File: src/rtl/adc_spi_reader.sv
// adc_spi_reader: CNV / BUSY / SCK sequencer for an LTC2389-class SAR ADC that
// delivers each conversion on a valid/ready stream with sticky status flags.
module adc_spi_reader #(
  parameter int DATA_W       = 24,
  parameter int SAMPLE_DIV   = 2083,
  parameter int SCK_HALF     = 13,
  parameter int CNV_HIGH     = 4,
  parameter int BUSY_TIMEOUT = 200,
  parameter int SIGN_EXT     = 0
) (
  input  logic        clk,
  input  logic        i_reset_n,
  input  logic        i_enable,
  input  logic        i_busy,
  input  logic        i_sdo,
  output logic        o_cnv,
  output logic        o_sck,
  output logic        o_rdl_sdi,
  output logic        o_chain,
  output logic [31:0] o_data,
  output logic        o_valid,
  input  logic        i_ready,
  output logic        o_overrun,
  output logic        o_tick_miss,
  output logic        o_timeout,
  input  logic        i_clr_status
);
  localparam int PW = $clog2(SAMPLE_DIV + 1);
  localparam int FW = $clog2(((BUSY_TIMEOUT > CNV_HIGH) ? BUSY_TIMEOUT : CNV_HIGH) + 1);
  localparam int HW = $clog2(SCK_HALF + 1);
  localparam int BW = $clog2(DATA_W + 1);

  typedef enum logic [2:0] {IDLE, CONV, WAIT, SHIFT, OUT} state_t;
  state_t state, state_next;

  logic              busy_meta, busy_s, busy_seen;
  logic [PW-1:0]     per_cnt;
  logic [FW-1:0]     frm_cnt;
  logic [HW-1:0]     half_cnt;
  logic [BW-1:0]     bit_cnt;
  logic [DATA_W-1:0] shreg;
  logic              tick, half_end, cnv_next, sck_next, capture, load, timeout_evt;

  // Widen the raw conversion result to the 32-bit stream word.
  function automatic logic [31:0] extend(input logic [DATA_W-1:0] raw);
    logic signed [DATA_W-1:0] sraw;
    sraw = raw;
    if (SIGN_EXT != 0) extend = 32'(sraw);
    else               extend = 32'(raw);
  endfunction

  assign o_rdl_sdi = 1'b0;
  assign o_chain   = 1'b0;
  assign tick      = i_enable && (per_cnt == PW'(SAMPLE_DIV - 1));
  assign half_end  = (half_cnt == HW'(SCK_HALF - 1));

  always_comb begin
    state_next  = state;
    cnv_next    = 1'b0;
    sck_next    = 1'b0;
    capture     = 1'b0;
    load        = 1'b0;
    timeout_evt = 1'b0;
    unique case (state)
      IDLE: if (tick) begin
        state_next = CONV;
        cnv_next   = 1'b1;
      end
      CONV: if (frm_cnt == FW'(CNV_HIGH - 1)) state_next = WAIT;
            else cnv_next = 1'b1;
      // BUSY must have been seen high this frame so a slow BUSY rise is not mistaken for completion
      WAIT: if (busy_seen && !busy_s) state_next = SHIFT;
            else if (frm_cnt >= FW'(BUSY_TIMEOUT - 1)) begin
              state_next  = IDLE;
              timeout_evt = 1'b1;
            end
      // SDO is captured on the same edge that raises SCK, so bit 0 of each period is the MSB first
      SHIFT: if (!o_sck) begin
               sck_next = half_end;
               capture  = half_end;
             end else if (!half_end) sck_next = 1'b1;
             else if (bit_cnt == BW'(DATA_W - 1)) state_next = OUT;
      OUT: begin
        state_next = IDLE;
        load       = 1'b1;
      end
      default: state_next = IDLE;
    endcase
  end

  always_ff @(posedge clk) begin
    if (!i_reset_n) begin
      state       <= IDLE;
      busy_meta   <= 1'b0;
      busy_s      <= 1'b0;
      busy_seen   <= 1'b0;
      per_cnt     <= '0;
      frm_cnt     <= '0;
      half_cnt    <= '0;
      bit_cnt     <= '0;
      shreg       <= '0;
      o_cnv       <= 1'b0;
      o_sck       <= 1'b0;
      o_data      <= '0;
      o_valid     <= 1'b0;
      o_overrun   <= 1'b0;
      o_tick_miss <= 1'b0;
      o_timeout   <= 1'b0;
    end else begin
      state     <= state_next;
      busy_meta <= i_busy;
      busy_s    <= busy_meta;
      per_cnt   <= (!i_enable || tick) ? '0 : per_cnt + PW'(1);
      frm_cnt   <= (state == CONV || state == WAIT) ? frm_cnt + FW'(1) : '0;
      busy_seen <= (state == IDLE) ? 1'b0 : (busy_seen || busy_s);
      half_cnt  <= (state == SHIFT && !half_end) ? half_cnt + HW'(1) : '0;
      if (state != SHIFT)        bit_cnt <= '0;
      else if (o_sck && half_end) bit_cnt <= bit_cnt + BW'(1);
      if (capture) shreg <= {shreg[DATA_W-2:0], i_sdo};
      o_cnv <= cnv_next;
      o_sck <= sck_next;
      if (load) begin
        o_data  <= extend(shreg);
        o_valid <= 1'b1;
      end else if (i_ready) begin
        o_valid <= 1'b0;
      end
      // A set event on the same edge as a clear keeps the flag set
      o_overrun   <= (load && o_valid && !i_ready) || (o_overrun && !i_clr_status);
      o_tick_miss <= (tick && state != IDLE) || (o_tick_miss && !i_clr_status);
      o_timeout   <= timeout_evt || (o_timeout && !i_clr_status);
    end
  end
endmodule

File: config.mk
export PLATFORM = sky130hd
export DESIGN_NAME = adc_spi_reader
export DESIGN_NICKNAME = d
export VERILOG_FILES = /design/src/rtl/adc_spi_reader.sv
export SDC_FILE = /design/constraint.sdc
export NUM_CORES = 1
export LEC_CHECK = 0
export CORE_MARGIN = 2
export CORE_UTILIZATION = 25
export DETAILED_ROUTE_END_ITERATION = 7
export DONT_BUFFER_PORTS = 1
export PLACE_DENSITY = 0.39
export SYNTH_ARGS = -nofsm -noshare
export SYNTH_HDL_FRONTEND = slang
export SYNTH_SLANG_ARGS = --single-unit
File: constraint.sdc
create_clock -name clk -period 2.4 [get_ports clk]
set_input_delay 0 -clock clk [delete_from_list [all_inputs] [get_ports clk]]
set_output_delay 0 -clock clk [all_outputs]
set_load 0.03 [all_outputs]
==> results of run 1 <==
worst min path at each step:
stage | startpoint | to | slack, ns | cells after the start
after floorplan | i_busy | busy_meta | 0.13 | 1
after global placement | i_busy | busy_meta | 0.13 | 1
after detailed placement | i_busy | busy_meta | 0.14 | 1
after CTS | i_reset_n | o_valid | 0.00009 | 2
after global routing | i_reset_n | o_valid | 0.02 | 2
final | i_reset_n | o_valid | 0.002 | 2
logic make-up (layout without fill, tap and decap cells):
family,count (synthesis),after routing,synth area share
DFF,89,89,0.489
AOI/OAI and AO/OA,63,63,0.127
muxes,2,2,0.00549
adders and majority gates,8,8,0.0274
xor gates and xnor gates,21,21,0.0504
buffers and inverters,37,36,0.0532
other,1,10,0.00103
and+or+nand+nor,200,200,0.247
synth_stat cells, drive strengths merged, types with 2 or more instances:
cell      n
and2      7
inv       8
nand3    15
a21boi   48
nor4      4
nor3      4
nor4b     2
o21ai     3
nand2b    3
nor2b     6
xor2     11
and3      5
a211oi    2
a21oi     4
xnor2    10
ha        8
nor2     32
nand4     5
nand2   114
dfxtp    89
clkbuf    9
o21a      2
o22ai     2
mux2i     2
buf      20
final cells by class:
cell class | instances | area (um2) | area share
Clock inverter | 6 | 90.1 | 0.0215
Clock buffer | 10 | 229 | 0.0547
Timing Repair Buffer | 12 | 118 | 0.0281
Tap cell | 184 | 230 | 0.0550
Multi-Input combinational cell | 304 | 1710 | 0.408
Sequential cell | 89 | 1780 | 0.426
Inverter | 8 | 30.0 | 0.00718
flip-flops by register name, indices dropped and copies added, names as in the netlist, 3 cells and up:
| name | cells |
|---|---|
| o_data | 24 |
| shreg | 24 |
| per_cnt | 12 |
| frm_cnt | 8 |
| bit_cnt | 5 |
| half_cnt | 4 |
| state | 3 |
per-stage QoR:
step	area, um2	hold slack (ns)	util
floorplan	3680	0.127	-
global placement	3780	0.134	0.263
detailed placement	3780	0.136	0.263
CTS	4180	0.0000879	0.291
global route	4180	0.0194	0.291
finish	4180	0.00183	0.291
power by group through the flow:
stage / registers [mW] / logic, mW / clock network, mW
final: 1.48 / 0.0644 / 1.52
after global routing: 1.48 / 0.0710 / 1.62
after CTS: 1.48 / 0.0657 / 1.58
after detailed placement: 1.52 / 0.0408 / 0
after global placement: 1.52 / 0.0409 / 0
after floorplan: 1.51 / 0.0625 / 0
routing by layer:
| layer | vias up | global-route usage | wire length [um] |
|---|---|---|---|
| li1 | 1366 | - | - |
| met1 | 1179 | 0.126 | 3750 |
| met2 | 43 | 0.157 | 3200 |
| met3 | 12 | 0.0430 | 347 |
| met4 | 0 | 0.0416 | 125 |
| met5 | - | 0 | 0 |
critical path: stages, from the launching register on:
cell      delay [ns]
dfxtp_1         0.33
inv_1           0.06
ha_1            0.16
nand3_2         0.10
inv_1           0.09
ha_1            0.16
and2_1          0.72
nand2_1         0.15
a21boi_1        0.14
==> out/results.txt, run 1 <==
LEAKAGE - 1.41 nW
Top post-synthesis cells by area - dfxtp_1 49%, nand2_1 12%, a21boi_1 9.9%
Sequential area share after synthesis - 0.489
Clk pwr share - 0.495
Layout Cells excl Fill - 613
Final ANT Viol Nets - 0
Fmax - 504 MHz
Post-Place Setup Slack - 0.403 ns
Final period utilization - 0.826
DRT iter0 DRCs - 109
Worst Hold Class - primary input to flop
Total Routed Length - 7420 um
Fraction of layout cells with a size suffix above 1 - 0.0606
Placed cells - 590
Comb pwr share - 0.021
Fin Clk Skew - 0.00933 ns
Die width - 125 um
DRC violations left - 0
Critical Path AT - 2.27 ns
Kind of critical path - flop to flop
RR Endpoint - shreg[0]
Clock net sink count - 89
CTS clk-pin slew, worst paths - 0.07 ns
Synth warn - 0
Gate Count Post-Synth - 421
1st-pass router iterations - 4
Largest net degree at the start of global routing - 62
Power density over the cells - 732 nW/um2
VDD IR-drop max - 328 uV
I/O pin count - 47
Die height - 125 um
PortBufs - 0
Run status - complete, no violations
Reg2Reg Depth - 8
First-pass GRT wire length - 12,700 um
Skew-Pair Late Insertion Delay - 0.35 ns
WL/cell - 12.1 um
Post-layout power - 3.06 mW
CTS Buf Count - 9
Commonest cells after routing, fill and taps aside - 113 x nand2_1, 89 x dfxtp_1, 48 x a21boi_1, 32 x nor2_1, 14 x nand3_1
GRT Util Overall - 0.102
Least-Margin Pin Slew - 0.901 ns
Die Area - 15,600 um2
Placer Congestion - 0.674
Post-CTS sizing - 0
Synth unique cells - 35
Final slew viol count - 0
Antenna violations before repair - 0
Final #Nets - 439
H-tree levels - 3
Leading area contributor after synthesis - dfxtp_1
FP Rows - 44
Sw Share - 0.209
Relative slew slack - 0.400
Synthesized flop and latch total - 89
R2r setup slk - 0.42 ns
TritonCTS clock tree - yes
Pint - 2.42 mW
Total of max-cap violations - 0
Antenna diode count - 0
Fill cell count - 1,528
Net Sw Power - 0.641 mW
Netlist Area Pre-Place - 3650 um2
RSZ-0062 raised after global routing - false
Cts hold-fix bufs - 7
Area growth, synth to finish - 14.7%
Routed vias - 2,600
Flop pwr share - 0.484
Final setup fails - 0
Grt ovf - 0
Starting density of the core - 0.254
Number of synthesized flops with an enable pin - 0
Crit path to - shreg[0]
Detailed placer's ending HPWL - 4830 um
Startpoint types - flop
Post-route setup TNS - 0 ns
Postcts setup bufs - 0
Post-route minimum period - 1.98 ns
Worst Path Required - 2.69 ns
CTS root buffer - clkbuf_16
Share of the synthesized area in the top cell type - 0.489
CTS Buffer Depth - 2
Crit path launch - half_cnt[0]
Ys async rst share - 0
Final hold vios - 0
Main synth FF type - dfxtp_1
Max FO, Critical Path - 24
Mean Syn Cell Area - 8.66 um2
Number of vias per cell - 4.24
Setup slack after layout - 0.417 ns
Worst Setup End Kind - flop
Vias in the first global route - 2,579
Most common cell after layout, fill and taps aside - nand2_1
CORE AREA - 14,400 um2
FF-to-FF Start - half_cnt[0]
Power figures use the tool's default switching activity.
==> run 2: changes to the inputs <==
==> constraint.sdc (replaced) <==
create_clock -name clk -period 1.9 [get_ports clk]
set_input_delay 0 -clock clk [delete_from_list [all_inputs] [get_ports clk]]
set_output_delay 0 -clock clk [all_outputs]
set_load 0.03 [all_outputs]
==> run 2 against run 1 <==
Combinational power rose by 25%. Via count rose by 0.85%. Clock skew decreased by 0.0014 ns. Final cell count down 0.33%. Sequential cell count unchanged. Highest routed layer unchanged. Largest cell class unchanged. Critical path type unchanged.
==> out/results.txt, run 2 (same netlist as run 1, synthesis figures left out) <==
Max FO, Critical Path - 26
GRT Util Overall - 0.101
Total of max-cap violations - 0
Placer Congestion - 0.715
Final #Nets - 439
FP Rows - 44
PortBufs - 0
First-pass GRT wire length - 12,500 um
Final hold vios - 0
WL/cell - 12.0 um
Fraction of layout cells with a size suffix above 1 - 0.0585
DRT iter0 DRCs - 161
Final setup fails - 0
DRC violations left - 0
Fin Clk Skew - 0.00791 ns
Antenna diode count - 0
CTS clk-pin slew, worst paths - 0.06 ns
CTS Buffer Depth - 2
Post-route setup TNS - 0 ns
Clock net sink count - 89
Util after Layout - 0.289
VDD IR-drop max - 483 uV
Footprint of the multi-input gates - 1710 um2
Die Area - 15,600 um2
Fill cell count - 1,567
Worst Setup End Kind - flop
Startpoint types - flop
H-tree levels - 3
Detailed placer's ending HPWL - 4750 um
1st-pass router iterations - 4
Skew-Pair Late Insertion Delay - 0.34 ns
CTS Buf Count - 9
Postcts setup bufs - 0
Vias in the first global route - 2,497
WHS - 0.00971 ns
Post-route minimum period - 1.70 ns
Area growth, synth to finish - 14.0%
Run status - complete, no violations
Layout Cells excl Fill - 611
Starting density of the core - 0.254
Placed cells - 590
Kind of critical path - flop to flop
Antenna violations before repair - 0
Die height - 125 um
Total Routed Length - 7310 um
Die width - 125 um
Worst Path Required - 2.13 ns
Most common cell after layout, fill and taps aside - nand2_1
TritonCTS clock tree - yes
Reg area - 1780 um2
Routed vias - 2,622
CTS root buffer - clkbuf_16
Power density over the cells - 883 nW/um2
Worst Hold Class - primary input to flop
Commonest cells after routing, fill and taps aside - 113 x nand2_1, 87 x dfxtp_1, 48 x a21boi_1, 32 x nor2_1, 14 x nand3_1
Fmax - 588 MHz
Final slew viol count - 0
CORE AREA - 14,400 um2
Largest net degree at the start of global routing - 62
Final ANT Viol Nets - 0
Largest regs - o_data x24, shreg x24, per_cnt x12
RSZ-0062 raised after global routing - false
I/O pin count - 47
Final period utilization - 0.895
Number of vias per cell - 4.29
Grt ovf - 0
LEAKAGE - 1.40 nW
Critical Path AT - 1.93 ns
==> run 2: changes by cell type in the layout (fill, tap and decap cells not counted), sizes merged <==
cell      change
clkinvlp      -1
inv           -2
clkinv        +1
clkbuf        +1
bufinv        -1
==> run 2: worst paths after layout <==
path / startpoint / to / slack [ns] / cells past startpoint
setup reg to reg: state[0] / o_valid / 0.20 / 5
hold reg to reg: busy_meta / busy_s / 0.44 / 1
hold / removal: i_reset_n / state[1] / 0.01 / 3
setup / recovery: state[0] / o_valid / 0.20 / 5
==> run 2: power breakdown <==
| part | switching [mW] | leakage [nW] | internal [mW] |
|---|---|---|---|
| clock network | 0.711 | 0.135 | 1.01 |
| logic | 0.0516 | 0.543 | 0.0292 |
| registers | 0.00275 | 0.718 | 1.87 |
==> run 2: layer usage <==
layer	share of wire	vias to the layer above	global-route usage	wire length (um)
met5	0	-	0	0
met3	0.050	9	0.0464	369
met2	0.45	40	0.154	3250
met1	0.49	1215	0.125	3570
met4	0.015	0	0.0357	110
li1	-	1358	-	-
==> run 2: area by class of cell <==
cell class | count | share of cell area
clock buffer | 11 | 0.0560
clock inverter | 3 | 0.0105
inverter | 8 | 0.00722
multi-input combinational | 304 | 0.410
sequential | 89 | 0.429
tap | 184 | 0.0554
timing repair buffer | 12 | 0.0313
==> run 2: per-stage QoR <==
step	area, um2	total power, mW	setup slack (ns)
2_1_floorplan	3680	1.99	0.352
3_3_place_gp	3800	1.97	0.312
3_5_place_dp	3800	1.97	0.256
4_1_cts	4150	3.75	0.0922
5_1_grt	4160	3.84	0.0645
6_report	4160	3.67	0.200
==> run 2: worst max-delay path: stages (launching register included) <==
cell           delay, ns
dfxtp_2             0.39
nor2_1              0.07
and2_1              0.15
buf_4               0.22
o21a_1              0.21
dlygate4sd3_1       0.55
==> run 2: what timing repair did <==
action	4_1_cts	5_1_grt
hold buffers	7	0
setup endpoints to repair	0	1
hold endpoints to repair	70	0
gates resized for setup	0	2
